**config.mk**
```make
export PLATFORM = sky130hd
export DESIGN_NAME = led_mode_sequencer
export DESIGN_NICKNAME = d
export VERILOG_FILES = /design/src/rtl/led_ctrl_pkg.sv /design/src/rtl/led_tick_prescaler.sv /design/src/rtl/led_mode_sequencer.sv
export SDC_FILE = /design/constraint.sdc
export NUM_CORES = 1
export LEC_CHECK = 0
export CAP_MARGIN = 25
export CORE_AREA = 2 2 46 58
export CTS_CLUSTER_SIZE = 20
export DETAILED_ROUTE_END_ITERATION = 10
export DIE_AREA = 0 0 48 60
export GPL_TIMING_DRIVEN = 1
export HOLD_SLACK_MARGIN = 0.08
export PLACE_DENSITY = 0.69
export REMOVE_ABC_BUFFERS = 1
export SETUP_SLACK_MARGIN = 0.5
export SLEW_MARGIN = 0
export SYNTH_ARGS = -nofsm -noshare
export SYNTH_HDL_FRONTEND = slang
export SYNTH_HIERARCHICAL = 1
export SYNTH_SLANG_ARGS = --single-unit
```
**constraint.sdc**
```tcl
create_clock -name clk -period 2.5 [get_ports clk]
set_input_delay 0.375 -clock clk [delete_from_list [all_inputs] [get_ports clk]]
set_output_delay 0.375 -clock clk [all_outputs]
set_load 0.01 [all_outputs]
```
**src/rtl/led_ctrl_pkg.sv**
```systemverilog
// Shared definitions for the LED mode sequencer.
// Holds the mode encodings, the state-bus width seen by the LED mux, the
// double-flash frame and a helper that computes the "next" mode.
package led_ctrl_pkg;

  localparam int STATE_W = 3;

  typedef enum logic [1:0] {
    MODE_OFF          = 2'b00,
    MODE_ON           = 2'b01,
    MODE_BLINK_SLOW   = 2'b10,
    MODE_DOUBLE_FLASH = 2'b11
  } led_mode_e;

  // Bit i is the pattern2 level while the frame index equals i.
  localparam logic [7:0] DOUBLE_FLASH_FRAME = 8'b00000101;

  // OFF -> ON -> BLINK_SLOW -> DOUBLE_FLASH -> OFF
  function automatic led_mode_e next_mode(input led_mode_e m);
    return led_mode_e'(m + 2'd1);
  endfunction

endpackage

```
**src/rtl/led_tick_prescaler.sv**
```systemverilog
// Tick prescaler for the LED mode sequencer.
// Counts 0..PRESCALE-1 and raises tick for the single cycle in which the
// count sits at PRESCALE-1; the count then wraps to 0.
// Ports:
//   clk  - system clock
//   rst  - synchronous reset, active-high
//   clr  - restart the count at 0 on the next edge
//   tick - one-cycle pulse every PRESCALE cycles
module led_tick_prescaler #(
  parameter int PRESCALE = 1000
) (
  input  logic clk,
  input  logic rst,
  input  logic clr,
  output logic tick
);

  localparam int CW = $clog2(PRESCALE);

  logic [CW-1:0] cnt_q, cnt_d;

  assign tick = (cnt_q == CW'(PRESCALE - 1));

  always_comb begin
    cnt_d = cnt_q + 1'b1;
    if (clr || tick) cnt_d = '0;
  end

  always_ff @(posedge clk) begin
    if (rst) cnt_q <= '0;
    else     cnt_q <= cnt_d;
  end

endmodule

```
**src/rtl/led_mode_sequencer.sv**
```systemverilog
// LED mode sequencer.
// Holds the current LED mode, accepts changes from a "next" pulse or a
// direct command, refuses further requests during a tick-based lockout and
// generates the slow-blink (pattern1) and double-flash (pattern2) waveforms.
// Ports:
//   clk, rst   - system clock, synchronous active-high reset
//   next_pulse - advance to the next mode
//   cmd_valid  - direct command valid, cmd_mode = requested mode
//   cmd_ready  - high when a request would be accepted this cycle
//   state      - {1'b0, mode} to the LED mux
//   pattern1   - slow square wave, 2*SLOW_HALF ticks period
//   pattern2   - double flash, 8-tick frame
// Optional: define LED_MODE_SEQ_AUTO_OFF_EN to force OFF after
// AUTO_OFF_TICKS idle ticks.
//
// state             | meaning
// ------------------+-----------------------------------------
// MODE_OFF          | LED dark
// MODE_ON           | LED steady on
// MODE_BLINK_SLOW   | mux selects pattern1
// MODE_DOUBLE_FLASH | mux selects pattern2
module led_mode_sequencer
  import led_ctrl_pkg::*;
#(
  parameter int PRESCALE       = 1000,
  parameter int SLOW_HALF      = 4,
  parameter int LOCKOUT        = 8,
  parameter int AUTO_OFF_TICKS = 65535
) (
  input  logic               clk,
  input  logic               rst,
  input  logic               next_pulse,
  input  logic               cmd_valid,
  input  logic [1:0]         cmd_mode,
  output logic               cmd_ready,
  output logic [STATE_W-1:0] state,
  output logic               pattern1,
  output logic               pattern2
);

  localparam int LW = $clog2(LOCKOUT + 1);
  localparam int SW = (SLOW_HALF > 1) ? $clog2(SLOW_HALF) : 1;

  if (PRESCALE < 2 || SLOW_HALF < 1 || LOCKOUT < 1 ||
      AUTO_OFF_TICKS < 1 || AUTO_OFF_TICKS > 65535) begin : g_bad_param
    $error("led_mode_sequencer: parameter out of range");
  end

  led_mode_e     mode_q, mode_d;
  logic [LW-1:0] lock_q, lock_d;
  logic [SW-1:0] slow_cnt_q, slow_cnt_d;
  logic          p1_q, p1_d;
  logic [2:0]    idx_q, idx_d;
  logic          p2_q, p2_d;

  logic      tick;
  logic      accept;
  logic      auto_off;
  logic      restart;
  led_mode_e target;

  led_tick_prescaler #(
    .PRESCALE(PRESCALE)
  ) u_prescaler (
    .clk  (clk),
    .rst  (rst),
    .clr  (restart),
    .tick (tick)
  );

  assign cmd_ready = (lock_q == '0);
  assign state     = {1'b0, mode_q};
  assign pattern1  = p1_q;
  assign pattern2  = p2_q;

  // Mode FSM: a command beats next_pulse; auto-off only applies when no
  // request is accepted in the same cycle.
  always_comb begin
    accept  = cmd_ready && (cmd_valid || next_pulse);
    target  = cmd_valid ? led_mode_e'(cmd_mode) : next_mode(mode_q);
    restart = accept || auto_off;
    mode_d  = mode_q;
    if (accept)        mode_d = target;
    else if (auto_off) mode_d = MODE_OFF;
  end

  always_ff @(posedge clk) begin
    if (rst) mode_q <= MODE_OFF;
    else     mode_q <= mode_d;
  end

  // Lockout and pattern generators. A restart dominates any tick landing in
  // the same cycle, so every waveform starts its first level afresh.
  always_comb begin
    lock_d     = lock_q;
    slow_cnt_d = slow_cnt_q;
    p1_d       = p1_q;
    idx_d      = idx_q;
    p2_d       = p2_q;
    if (restart) begin
      lock_d     = LW'(LOCKOUT);
      slow_cnt_d = '0;
      p1_d       = 1'b1;
      idx_d      = 3'd0;
      p2_d       = DOUBLE_FLASH_FRAME[0];
    end else if (tick) begin
      if (lock_q != '0) lock_d = lock_q - 1'b1;
      if (slow_cnt_q == SW'(SLOW_HALF - 1)) begin
        slow_cnt_d = '0;
        p1_d       = ~p1_q;
      end else begin
        slow_cnt_d = slow_cnt_q + 1'b1;
      end
      idx_d = idx_q + 3'd1;
      p2_d  = DOUBLE_FLASH_FRAME[idx_d];
    end
  end

  always_ff @(posedge clk) begin
    if (rst) begin
      lock_q     <= '0;
      slow_cnt_q <= '0;
      p1_q       <= 1'b0;
      idx_q      <= 3'd0;
      p2_q       <= 1'b0;
    end else begin
      lock_q     <= lock_d;
      slow_cnt_q <= slow_cnt_d;
      p1_q       <= p1_d;
      idx_q      <= idx_d;
      p2_q       <= p2_d;
    end
  end

`ifdef LED_MODE_SEQ_AUTO_OFF_EN
  localparam logic [15:0] AUTO_OFF_MAX  = 16'(AUTO_OFF_TICKS);
  localparam logic [15:0] AUTO_OFF_LAST = 16'(AUTO_OFF_TICKS - 1);

  logic [15:0] idle_q, idle_d;

  // Fires on the tick that brings the idle count to AUTO_OFF_TICKS; in OFF
  // the count simply saturates there until the next accepted request.
  always_comb begin
    auto_off = 1'b0;
    idle_d   = idle_q;
    if (accept) begin
      idle_d = '0;
    end else if (tick && idle_q != AUTO_OFF_MAX) begin
      if (idle_q == AUTO_OFF_LAST && mode_q != MODE_OFF) begin
        auto_off = 1'b1;
        idle_d   = '0;
      end else begin
        idle_d = idle_q + 16'd1;
      end
    end
  end

  always_ff @(posedge clk) begin
    if (rst) idle_q <= '0;
    else     idle_q <= idle_d;
  end
`else
  assign auto_off = 1'b0;
`endif

endmodule

```
==> metrics.md <==
| Metric | Value |
|---|---|
| Status | `finished clean` |
| H-tree levels | `1` |
| Number of synthesized flops with an enable pin | `0` |
| Number of global-route vias before repair | `approximately 770` |
| Clock Tree Buf Depth | `2` |
| Final worst slack | `~0.55 ns` |
| Drt pass-1 iters | `4` |
| Synth Register Bits | `23` |
| CTS tree | `done` |
| Maximum VDD drop | `between 200 and 300 uV` |
| PwrDens | `around 490 mW/mm^2` |
| Hold Fails Final Rpt | `0` |
| Final WL | `approximately 1.9 mm` |
| Place WS | `a little under 0.4 ns` |
| Cts bufs inserted | `3` |
| Placer Congestion | `roughly 0.78` |
| Arr. time, crit path | `~1.6 ns` |
| Setup TNS | `0 ns` |
| Ranking of synthesized cells by area | `dfxtp_1 42%, nor2_1 6.1%, a21oi_1 5.4%` |
| DRT iter0 DRCs | `13` |
| Number of nets with antenna violations after routing | `0` |
| Largest area contributor in the netlist | `dfxtp_1` |
| Post-synth ARST share | `0%` |
| Top Ports | `12` |
| Final worst clock skew | `0.00779 ns` |
| WL/cell | `between 10 and 15 um` |
| Root Buffer | `clkbuf_4` |
| Kind of critical path | `reg2out` |
| RSZ-0062 raised after global routing | `true` |
| First-pass GRT wire length | `just over 3 mm` |
| Max Cap Viol | `0` |
| Initial antenna violation count | `0` |
| Core ar. | `0.00238 mm^2` |
| Number of synthesis warnings | `6` |
| Syn Inst Count | `between 100 and 150` |
| Worst hold path class | `reg2reg` |
| Synth cell types | `38` |
| Tot Pwr | `between 0.0006 and 0.0007 W` |
| Dominant synthesized flop cell | `dfxtp_1` |
| Synth Area per Inst | `~9.0 um^2` |
| Crit Path Max Fanout | `4` |
| Clk_lat worst skew | `~0.3 ns` |
| Synthesized area | `around 0.0011 mm^2` |
| Layout cells sized above 1 | `about 15%` |
| Sink Count | `23` |
| Vias | `861` |
| Placed Instance Area | `approximately 0.0012 mm^2` |
| Leak | `0.428 nW` |
| Worst path required time | `2.12 ns` |
| Chip height | `60 um` |
| Design area | `~0.0013 mm^2` |
| Nets | `~150` |
| Initial Utilization | `a little under half` |
| Register area | `approximately 460 um^2` |
| CP Launch Type | `flop` |
| Die width | `48 um` |
| Share of the synthesized area in the top cell type | `between 40% and 50%` |
| Final worst path period need | `just under 2 ns` |
| Sequential element share of the synthesized area | `41.6%` |
| Post-layout util | `a little over half` |
| Vias per cell | `~5` |
| DRC Markers | `0` |
| All-Layer GR Usage | `14.5%` |
| Die area | `about 0.0029 mm^2` |
| Rows | `20` |
| Setup crit end kind | `output port` |
| Clock-pin slew on the worst setup and hold paths | `roughly 0.12 ns` |
| Area growth, synth to finish | `15.8%` |
| Number of fill cells | `between 200 and 250` |
| Antenna cells | `0` |
| Largest net degree at the start of global routing | `15` |
| IO buf count | `10` |
| # setup viols final | `0` |
| Tcrit/Tclk final | `a little under 80%` |
| Area occupied by multi-input gates | `about 600 um^2` |
| Max-slew violations | `0` |
| Grt ovf | `0` |
| Final HPWL DP | `between 1 and 1.5 mm` |
| Peak Freq | `about 510 MHz` |
-- cell families (layout without fill, tap and decap cells) --
group	Yosys count	in the layout	share of synthesized area, %
and+or+nand+nor	46	46	22.5
AOI/OAI and AO/OA	25	25	15.6
DFF	23	23	41.6
buffers and inverters	12	24	5.65
xor gates and xnor gates	9	9	7.12
adders and majority gates	4	4	4.52
muxes	3	3	2.71
other	1	1	0.339
-- report_power, final --
group / leakage (nW) / switching [W] / internal, W
Sequential: 0.188 / 0.00000750 / 0.000376
Combinational: 0.222 / 0.0000382 / 0.0000390
Clock: 0.0177 / 0.000103 / 0.0000595
-- cells in the mapped netlist (2+ instances only) --
library cell / number
a21oi_1: 12
a31oi_1: 3
dfxtp_1: 23
ha_1: 4
inv_1: 7
mux2i_1: 3
nand2_1: 7
nand3_1: 6
nand4_1: 2
nor2_1: 18
nor3b_1: 2
o21ai_0: 2
or3_1: 2
xnor2_1: 6
xor2_1: 3
-- sequential cells by signal (all words and copies together), names as in the netlist --
name / flops
lock_q: 4
u_prescaler/cnt_q: 10
slow_cnt_q: 2
pattern2: 1
pattern1: 1
mode_q: 2
idx_q: 3
-- cells in the final DEF (no fill, tap or decap), types with 2 or more instances in the layout --
| cell | Yosys | routed |
|---|---|---|
| or3_1 | 2 | 2 |
| xor2_1 | 3 | 3 |
| ha_1 | 4 | 3 |
| buf_4 | 1 | 2 |
| a31oi_1 | 3 | 3 |
| a21oi_1 | 12 | 12 |
| o21ai_0 | 2 | 2 |
| nand3_1 | 6 | 6 |
| dfxtp_2 | 0 | 2 |
| nor2_1 | 18 | 18 |
| nand4_1 | 2 | 2 |
| clkdlybuf4s50_1 | 0 | 9 |
| clkbuf_4 | 0 | 3 |
| mux2i_1 | 3 | 3 |
| dfxtp_1 | 23 | 21 |
| inv_1 | 7 | 6 |
| nor3b_1 | 2 | 2 |
| nand2_1 | 7 | 7 |
| xnor2_1 | 6 | 6 |
-- what timing repair did --
action,CTS,global route
hold buffers,0,0
setup buffers,1,0
setup endpoints to repair,6,2
pin swaps,0,1
resized for setup,6,3
-- stage by stage --
stage | hold slack [ns] | std cells
floorplan | 0.418 | 119
detailed placement | 0.448 | 163
global placement | 0.430 | 163
global route | 0.480 | 168
finish | 0.457 | 168
CTS | 0.465 | 168
-- final timing paths --
kind | end | cells past startpoint | from | slack (ns)
setup / recovery | cmd_ready | 5 | lock_q[1]$_SDFFE_PP0P_ | 0.55
hold / removal | u_prescaler/cnt_q[0]$_SDFF_PP0_ | 1 | u_prescaler/cnt_q[0]$_SDFF_PP0_ | 0.46
setup reg to reg | lock_q[3]$_SDFFE_PP0P_ | 7 | u_prescaler/cnt_q[0]$_SDFF_PP0_ | 0.58
hold reg to reg | u_prescaler/cnt_q[0]$_SDFF_PP0_ | 1 | u_prescaler/cnt_q[0]$_SDFF_PP0_ | 0.46
-- layer usage --
metal	wire (um)	track usage [%]
met2	982	26.7
met3	51	3.63
met1	831	15.8
met4	0	3.47
met5	0	0
-- worst max-delay path, stage by stage (launching register included) --
cell             delay (ns)
dfxtp_2                0.35
inv_1                  0.09
ha_4                   0.15
or3b_4                 0.40
clkinv_4               0.07
clkdlybuf4s15_2        0.21
-- final cells by class --
cell class	instances	share of cell area (%)
Timing Repair Buffer	12	9.07
Multi-Input combinational cell	88	46.7
Inverter	8	2.73
Sequential cell	23	36.1
Clock buffer	3	1.76
Clock inverter	1	0.390
Tap cell	33	3.22
(Power assumes the default switching activity.)
